$ cat src/rtl/rshift_reg_n.sv
// Word-level bidirectional shift register for the CAN bit-stream path: parallel load,
// saturating shift counter, full level and done strobe. Define RSHIFT_CRC15_EN for CRC-15 accumulation.
module rshift_reg_n #(
    parameter int                   WIDTH     = 8,
    parameter int                   CNT_W     = 4,
    parameter logic [WIDTH-1:0]     RESET_VAL = '0
) (
    input  logic             clock,
    input  logic             reset,
    input  logic             enable,
    input  logic             load,
    input  logic             clear,
    input  logic             dir,
    input  logic             serial_in,
    input  logic [WIDTH-1:0] par_in,
    output logic [WIDTH-1:0] q,
    output logic             serial_out,
    output logic [CNT_W-1:0] count,
    output logic             full,
`ifdef RSHIFT_CRC15_EN
    output logic             done,
    output logic [14:0]      crc
`else
    output logic             done
`endif
);

    localparam logic [CNT_W-1:0] CNT_MAX  = CNT_W'(WIDTH);
    localparam logic [CNT_W-1:0] CNT_LAST = CNT_W'(WIDTH - 1);

    logic [WIDTH-1:0] q_shifted;
    logic [CNT_W-1:0] count_sat;
    logic [CNT_W:0]   count_inc;

    assign serial_out = dir ? q[WIDTH-1] : q[0];
    assign q_shifted  = dir ? {q[WIDTH-2:0], serial_in} : {serial_in, q[WIDTH-1:1]};
    assign count_inc  = {1'b0, count} + (CNT_W+1)'(1);
    assign count_sat  = (count == CNT_MAX) ? count : count_inc[CNT_W-1:0];

    always_ff @(posedge clock or negedge reset) begin
        if (!reset) begin
            q     <= RESET_VAL;
            count <= '0;
            full  <= 1'b0;
            done  <= 1'b0;
        end else if (clear) begin
            q     <= RESET_VAL;
            count <= '0;
            full  <= 1'b0;
            done  <= 1'b0;
        end else if (load) begin
            q     <= par_in;
            count <= '0;
            full  <= 1'b0;
            done  <= 1'b0;
        end else if (enable) begin
            q     <= q_shifted;
            count <= count_sat;
            full  <= (count_inc >= (CNT_W+1)'(WIDTH));
            // Only the shift that reaches WIDTH strobes; saturated shifts stay quiet.
            done  <= (count == CNT_LAST);
        end else begin
            done  <= 1'b0;
        end
    end

`ifdef RSHIFT_CRC15_EN
    logic crc_nxt;

    assign crc_nxt = serial_in ^ crc[14];

    always_ff @(posedge clock or negedge reset) begin
        if (!reset) begin
            crc <= '0;
        end else if (clear || load) begin
            crc <= '0;
        end else if (enable) begin
            crc <= {crc[13:0], 1'b0} ^ (crc_nxt ? 15'h4599 : 15'h0000);
        end
    end
`endif

endmodule
$ cat config.mk
export PLATFORM = sky130hd
export DESIGN_NAME = rshift_reg_n
export DESIGN_NICKNAME = d
export VERILOG_FILES = /design/src/rtl/rshift_reg_n.sv
export SDC_FILE = /design/constraint.sdc
export NUM_CORES = 1
export LEC_CHECK = 0
export CELL_PAD_IN_SITES_DETAIL_PLACEMENT = 0
export CELL_PAD_IN_SITES_GLOBAL_PLACEMENT = 1
export CORE_MARGIN = 3
export CORE_UTILIZATION = 33
export CTS_CLUSTER_SIZE = 30
export DETAILED_ROUTE_END_ITERATION = 8
export PLACE_DENSITY = 0.94
export REMOVE_ABC_BUFFERS = 1
export SLEW_MARGIN = 0
export SYNTH_ARGS = -nofsm -noshare
export SYNTH_HDL_FRONTEND = slang
export SYNTH_SLANG_ARGS = --single-unit
$ cat constraint.sdc
create_clock -name clock -period 3.5 [get_ports clock]
set_input_delay 0.35 -clock clock [delete_from_list [all_inputs] [get_ports clock]]
set_output_delay 0.35 -clock clock [all_outputs]
set_load 0.05 [all_outputs]
==> results.yml, run 1 <==
outcome:
  status: "finished clean"
sta:
  period_share_pct: 73.0
  drv_slew: 0
  fin_skew_ns: 0.00101
  fmax_mhz: 391
  worst_pin_slew_ns: 0.715
  min_period_ns: 2.56
  setup_viol: 0
  rsz0062_at_grt: "false"
  worst_hold_slack_ns: 0.452
  tns_ns: 0
  relSlewSlack_pct: 52.2
  hold_viol_final: 0
global_route:
  use_met1_pct: 19.3
  grt_antenna_before_repair: 0
  grt_pass1_vias: 597
  top_usage_layer: "met2"
  grt_max_degree: 17
  grt_usage_pct: 14.1
  grt_pass1_wl_um: 2880
  grt.overflow.total: 0
  met2_usage_pct: 20.1
  use_met3_pct: 2.72
power:
  p_int_mw: 0.249
  ir_worst_vdd_uv: 170
  power_frac_clock_pct: 25.0
  comb_power_share_pct: 26.7
  cellPowerDensity_mw_per_mm2: 331
  netSwitchingFraction_pct: 32.3
  p_sw_mw: 0.119
  power_frac_seq_pct: 48.3
  leakage_nw: 0.451
critical_path:
  cpLargestDelayFamily: "buffers and inverters"
  reg2reg_slack_ns: 2.10
  worstReg2RegStart: "count[0]$_DFFE_PN0P_"
  path_cells: "clkdlybuf4s50_1 -> mux2_2 -> clkdlybuf4s50_1"
  r2r_cells: 5
  slowest_delay_ns: 0.77
  endpoint_kind: "primary output"
  cp_slowest_cell: "clkdlybuf4s50_1"
  crit-reg2reg-capture: "count[1]$_DFFE_PN0P_"
  critPathBufInv: 2
  startpoint_type: "primary input"
  path_max_fanout: 16
  worst-endpoint-required_ns: 3.15
  path_class: "primary input to primary output"
  worstPathArrival_ns: 2.21
  crit_top_cell: "clkdlybuf4s50_1"
place:
  dp_hpwl_um: 1330
  io_buffers: 29
  gp_congestion: 0.770
cts:
  clkTransAtPathRegs_ns: 0.08
  cts_setup_buffers: 0
  h-tree-depth: 1
  clk_path_buf_depth: 2
  ctsHoldBuffers: 0
  cts_sinks: 14
  cts_resized: 0
  root_buffer: "clkbuf_4"
  insertion_delay_ns: 0.28
  cts_tree: "done"
  numCtsBuffers: 3
routing:
  wl_um: 1910
  drt_first_pass_iters: 4
  dr.first_iter.drc_count: 14
  drtAntennaViolNets: 0
  viasPerCell: 5.25
  vias: 746
  drc: 0
  wl_per_cell_um: 13.5
floorplan:
  ios: 30
  start_util_pct: 35.2
  die_x_um: 54.8
  chipHeight_um: 54.8
  dieArea_mm2: 0.00300
  std_cell_rows: 17
  core_mm2: 0.00223
synth:
  syn-cell-area_um2: 786
  yosysUniqueCellTypes: 24
  postSynthAreaPerCell_um2: 9.14
  ys_warn_count: 0
  syn_inst: 86
  synth-main-ff-cell: "dfrtp_1"
  ys_ff_latch: 14
  async_reset_ff_share_pct: 100
  synth_edf_count: 0
  synth-seq-area-share_pct: 44.6
job:
  drv_cap: 0
final_layout:
  layout.nets: 133
  area_growth_pct: 41.7
  n_antenna_cell: 0
  drive_gt1_share_pct: 3.51
worst_hold_path:
  hold_path_class: "primary input to async pin"
layout make-up:
type | count | area (µm²)
Fill cell | 230 | 1120
Multi-Input combinational cell | 64 | 400
Sequential cell | 14 | 350
Timing Repair Buffer | 29 | 290
Tap cell | 28 | 35.0
Clock buffer | 3 | 22.5
Inverter | 4 | 15.0
cells in the final DEF, fill, tap and decap left out, drive strengths merged, types with 2 or more instances in the layout:
master	n
nor2	2
inv	4
o21ai	15
dfrtp	14
o31ai	2
o211ai	2
nor2b	4
clkbuf	3
clkdlybuf4s50	29
nor3	2
nand2	11
ha	2
and2b	4
a211oi	7
a21oi	2
mux2i	2
synthesized netlist by cell type (all sizes together) (2+ instances only):
library cell,instances,area [µm²]
o21ai,15,75.1
dfrtp,14,350
nand2,11,41.3
a211oi,7,52.6
and2b,4,30.0
buf,4,20.0
inv,4,15.0
nor2b,4,25.0
a21oi,2,10.0
ha,2,25.0
mux2i,2,20.0
nor2,2,7.51
nor3,2,10.0
o211ai,2,15.0
o31ai,2,15.0
sequential cells by signal (all words and copies together), names as in the netlist:
name / flops
done: 1
count: 4
q: 8
full: 1
kinds of logic after synthesis:
group	share of synthesized area [%]
adders and majority gates	3.18
muxes	3.98
DFF	44.6
and+or+nand+nor	19.1
xor gates and xnor gates	1.11
buffers and inverters	4.46
AOI/OAI and AO/OA	23.6
stage by stage:
stage	instances	utilization, %	total power, mW	instance area [µm²]	setup WS, ns
2_1_floorplan	82	-	0.231	766	1.93
3_3_place_gp	139	48.9	0.279	1090	0.969
3_5_place_dp	139	48.9	0.280	1090	0.945
4_1_cts	142	49.9	0.372	1110	0.942
5_1_grt	142	49.9	0.387	1110	0.879
6_report	142	49.9	0.368	1110	0.944
metal layers:
layer	share of wire, %	vias up	wire (µm)
met3	5.5	6	105
met4	2.1	0	40
met5	0	-	0
li1	-	371	-
met2	45	24	859
met1	47	345	907
power by group through the flow:
stage	registers [mW]	clock network (mW)	logic, mW
floorplan	0.206	0	0.0254
global placement	0.180	0	0.0983
detailed placement	0.181	0	0.0986
CTS	0.178	0.0948	0.0991
global route	0.179	0.103	0.105
finish	0.178	0.0920	0.0984
worst max-delay path by stage:
stage | cells past startpoint | from | end
final | 3 | dir | serial_out
after global routing | 3 | dir | serial_out
after CTS | 3 | dir | serial_out
after detailed placement | 3 | dir | serial_out
after global placement | 3 | dir | serial_out
after floorplan | 5 | count[0]$_DFFE_PN0P_ | count[0]$_DFFE_PN0P_
(Power assumes the default switching activity.)
==> run 2: changes to the inputs <==
Settings changed: CORE_UTILIZATION 33 to 31, PLACE_DENSITY 0.94 to 0.9.
Clock period 3.5 ns to 2.6 ns, I/O delays scaled along.
==> results.yml, run 2 (synthesized netlist as in run 1, its figures left out) <==
outcome:
  status: "finished clean"
critical_path:
  startpoint_type: "primary input"
  worstPathArrival_ns: 1.77
  path_max_fanout: 2
  path_cells: "clkdlybuf4s50_1 -> mux2_2 -> clkdlybuf4s50_1"
  slowest_delay_ns: 0.70
  worst-endpoint-required_ns: 2.34
  cpLargestDelayFamily: "buffers and inverters"
  critPathBufInv: 2
  cp_slowest_cell: "clkdlybuf4s50_1"
  path_class: "primary input to primary output"
  reg2reg_slack_ns: 1.23
  crit_top_cell: "clkdlybuf4s50_1"
  endpoint_kind: "primary output"
sta:
  fin_skew_ns: 0.00108
  min_period_ns: 2.03
  tns_ns: 0
  relSlewSlack_pct: 55.3
  hold_viol_final: 0
  fmax_mhz: 492
  period_share_pct: 78.1
  drv_slew: 0
  rsz0062_at_grt: "false"
  worst_pin_slew_ns: 0.668
  setup_viol: 0
  worst_hold_slack_ns: 0.377
worst_hold_path:
  hold_path_class: "primary input to async pin"
floorplan:
  ios: 30
  dieArea_mm2: 0.00317
  start_util_pct: 34.2
  chipHeight_um: 56.3
  die_x_um: 56.3
  core_mm2: 0.00230
  std_cell_rows: 17
cts:
  numCtsBuffers: 3
  cts_tree: "done"
  ctsHoldBuffers: 0
  root_buffer: "clkbuf_4"
  cts_sinks: 14
  clk_path_buf_depth: 2
  cts_setup_buffers: 0
  h-tree-depth: 1
  cts_resized: 0
  insertion_delay_ns: 0.28
  clkTransAtPathRegs_ns: 0.09
global_route:
  grt_max_degree: 16
  grt_usage_pct: 13.8
  grt_antenna_before_repair: 0
  grt.overflow.total: 0
  grt_pass1_wl_um: 3370
  grt_pass1_vias: 711
final_layout:
  largest_register_ffs: 8
  top_regs: "q: 8 flops, count: 4 flops"
  n_antenna_cell: 0
  drive_gt1_share_pct: 5.98
  area_growth_pct: 45.4
  utilization_pct: 49.7
  layout.nets: 135
  finalNonFillerCells: 145
  mostFrequentLayoutCell: "clkdlybuf4s50_1"
  layout_common_cells: "clkdlybuf4s50_1, o21ai_0, dfrtp_1, nand2_1, a211oi_1"
  regMostFlops: "q"
routing:
  drtAntennaViolNets: 0
  drc: 0
  viasPerCell: 5.26
  vias: 762
  drt_first_pass_iters: 4
  wl_um: 2010
  dr.first_iter.drc_count: 7
  wl_per_cell_um: 13.9
power:
  cellPowerDensity_mw_per_mm2: 469
  ir_worst_vdd_uv: 237
  leakage_nw: 0.468
place:
  gp_congestion: 0.746
  io_buffers: 29
  dp_cells: 141
  dp_hpwl_um: 1460
job:
  drv_cap: 0
run 2: changes by cell type in the layout (fill, tap and decap cells not counted):
cell / before / now
buf_4: 0 / 2
clkbuf_8: 0 / 1
run 2: power breakdown:
part | total (mW) | leakage [nW] | switching [mW] | internal, mW
sequential | 0.239 | 0.188 | 0.0112 | 0.228
clock | 0.162 | 0.0210 | 0.0768 | 0.0853
combinational | 0.135 | 0.259 | 0.0793 | 0.0559
total | 0.536 | 0.468 | 0.167 | 0.369
run 2: metal layers:
metal,part of all wire (%),global-route usage (%)
met5,0,0
met4,3.1,10.2
met3,4.8,2.07
met2,48,21.5
met1,44,17.1
run 2: worst paths after layout:
path                                      startpoint              endpoint  depth (start not counted)
worst max-delay path                             dir            serial_out                          3
worst min-delay path                           reset      q[1]$_DFFE_PN0P_                          1
worst max register to register  count[0]$_DFFE_PN0P_  count[1]$_DFFE_PN0P_                          5
worst min register to register  count[3]$_DFFE_PN0P_        done$_DFF_PN0_                          1
max in group asynchronous                      reset      q[2]$_DFFE_PN0P_                          1
min in group clock                         par_in[5]      q[5]$_DFFE_PN0P_                          3
run 2: cell type report:
type	count	area [µm²]
Inverter	4	15.0
Multi-Input combinational cell	64	400
Sequential cell	14	350
Tap cell	28	35.0
Fill cell	233	1150
Clock buffer	4	36.3
Timing Repair Buffer	31	305
run 2: stage by stage:
step                      worst slack [ns]  instance area, µm²  power, mW
after floorplan                       1.03                 766      0.312
after global placement               0.577                1110      0.378
after detailed placement             0.567                1110      0.380
after CTS                            0.567                1140      0.544
after global routing                 0.550                1140      0.567
final                                0.569                1140      0.536
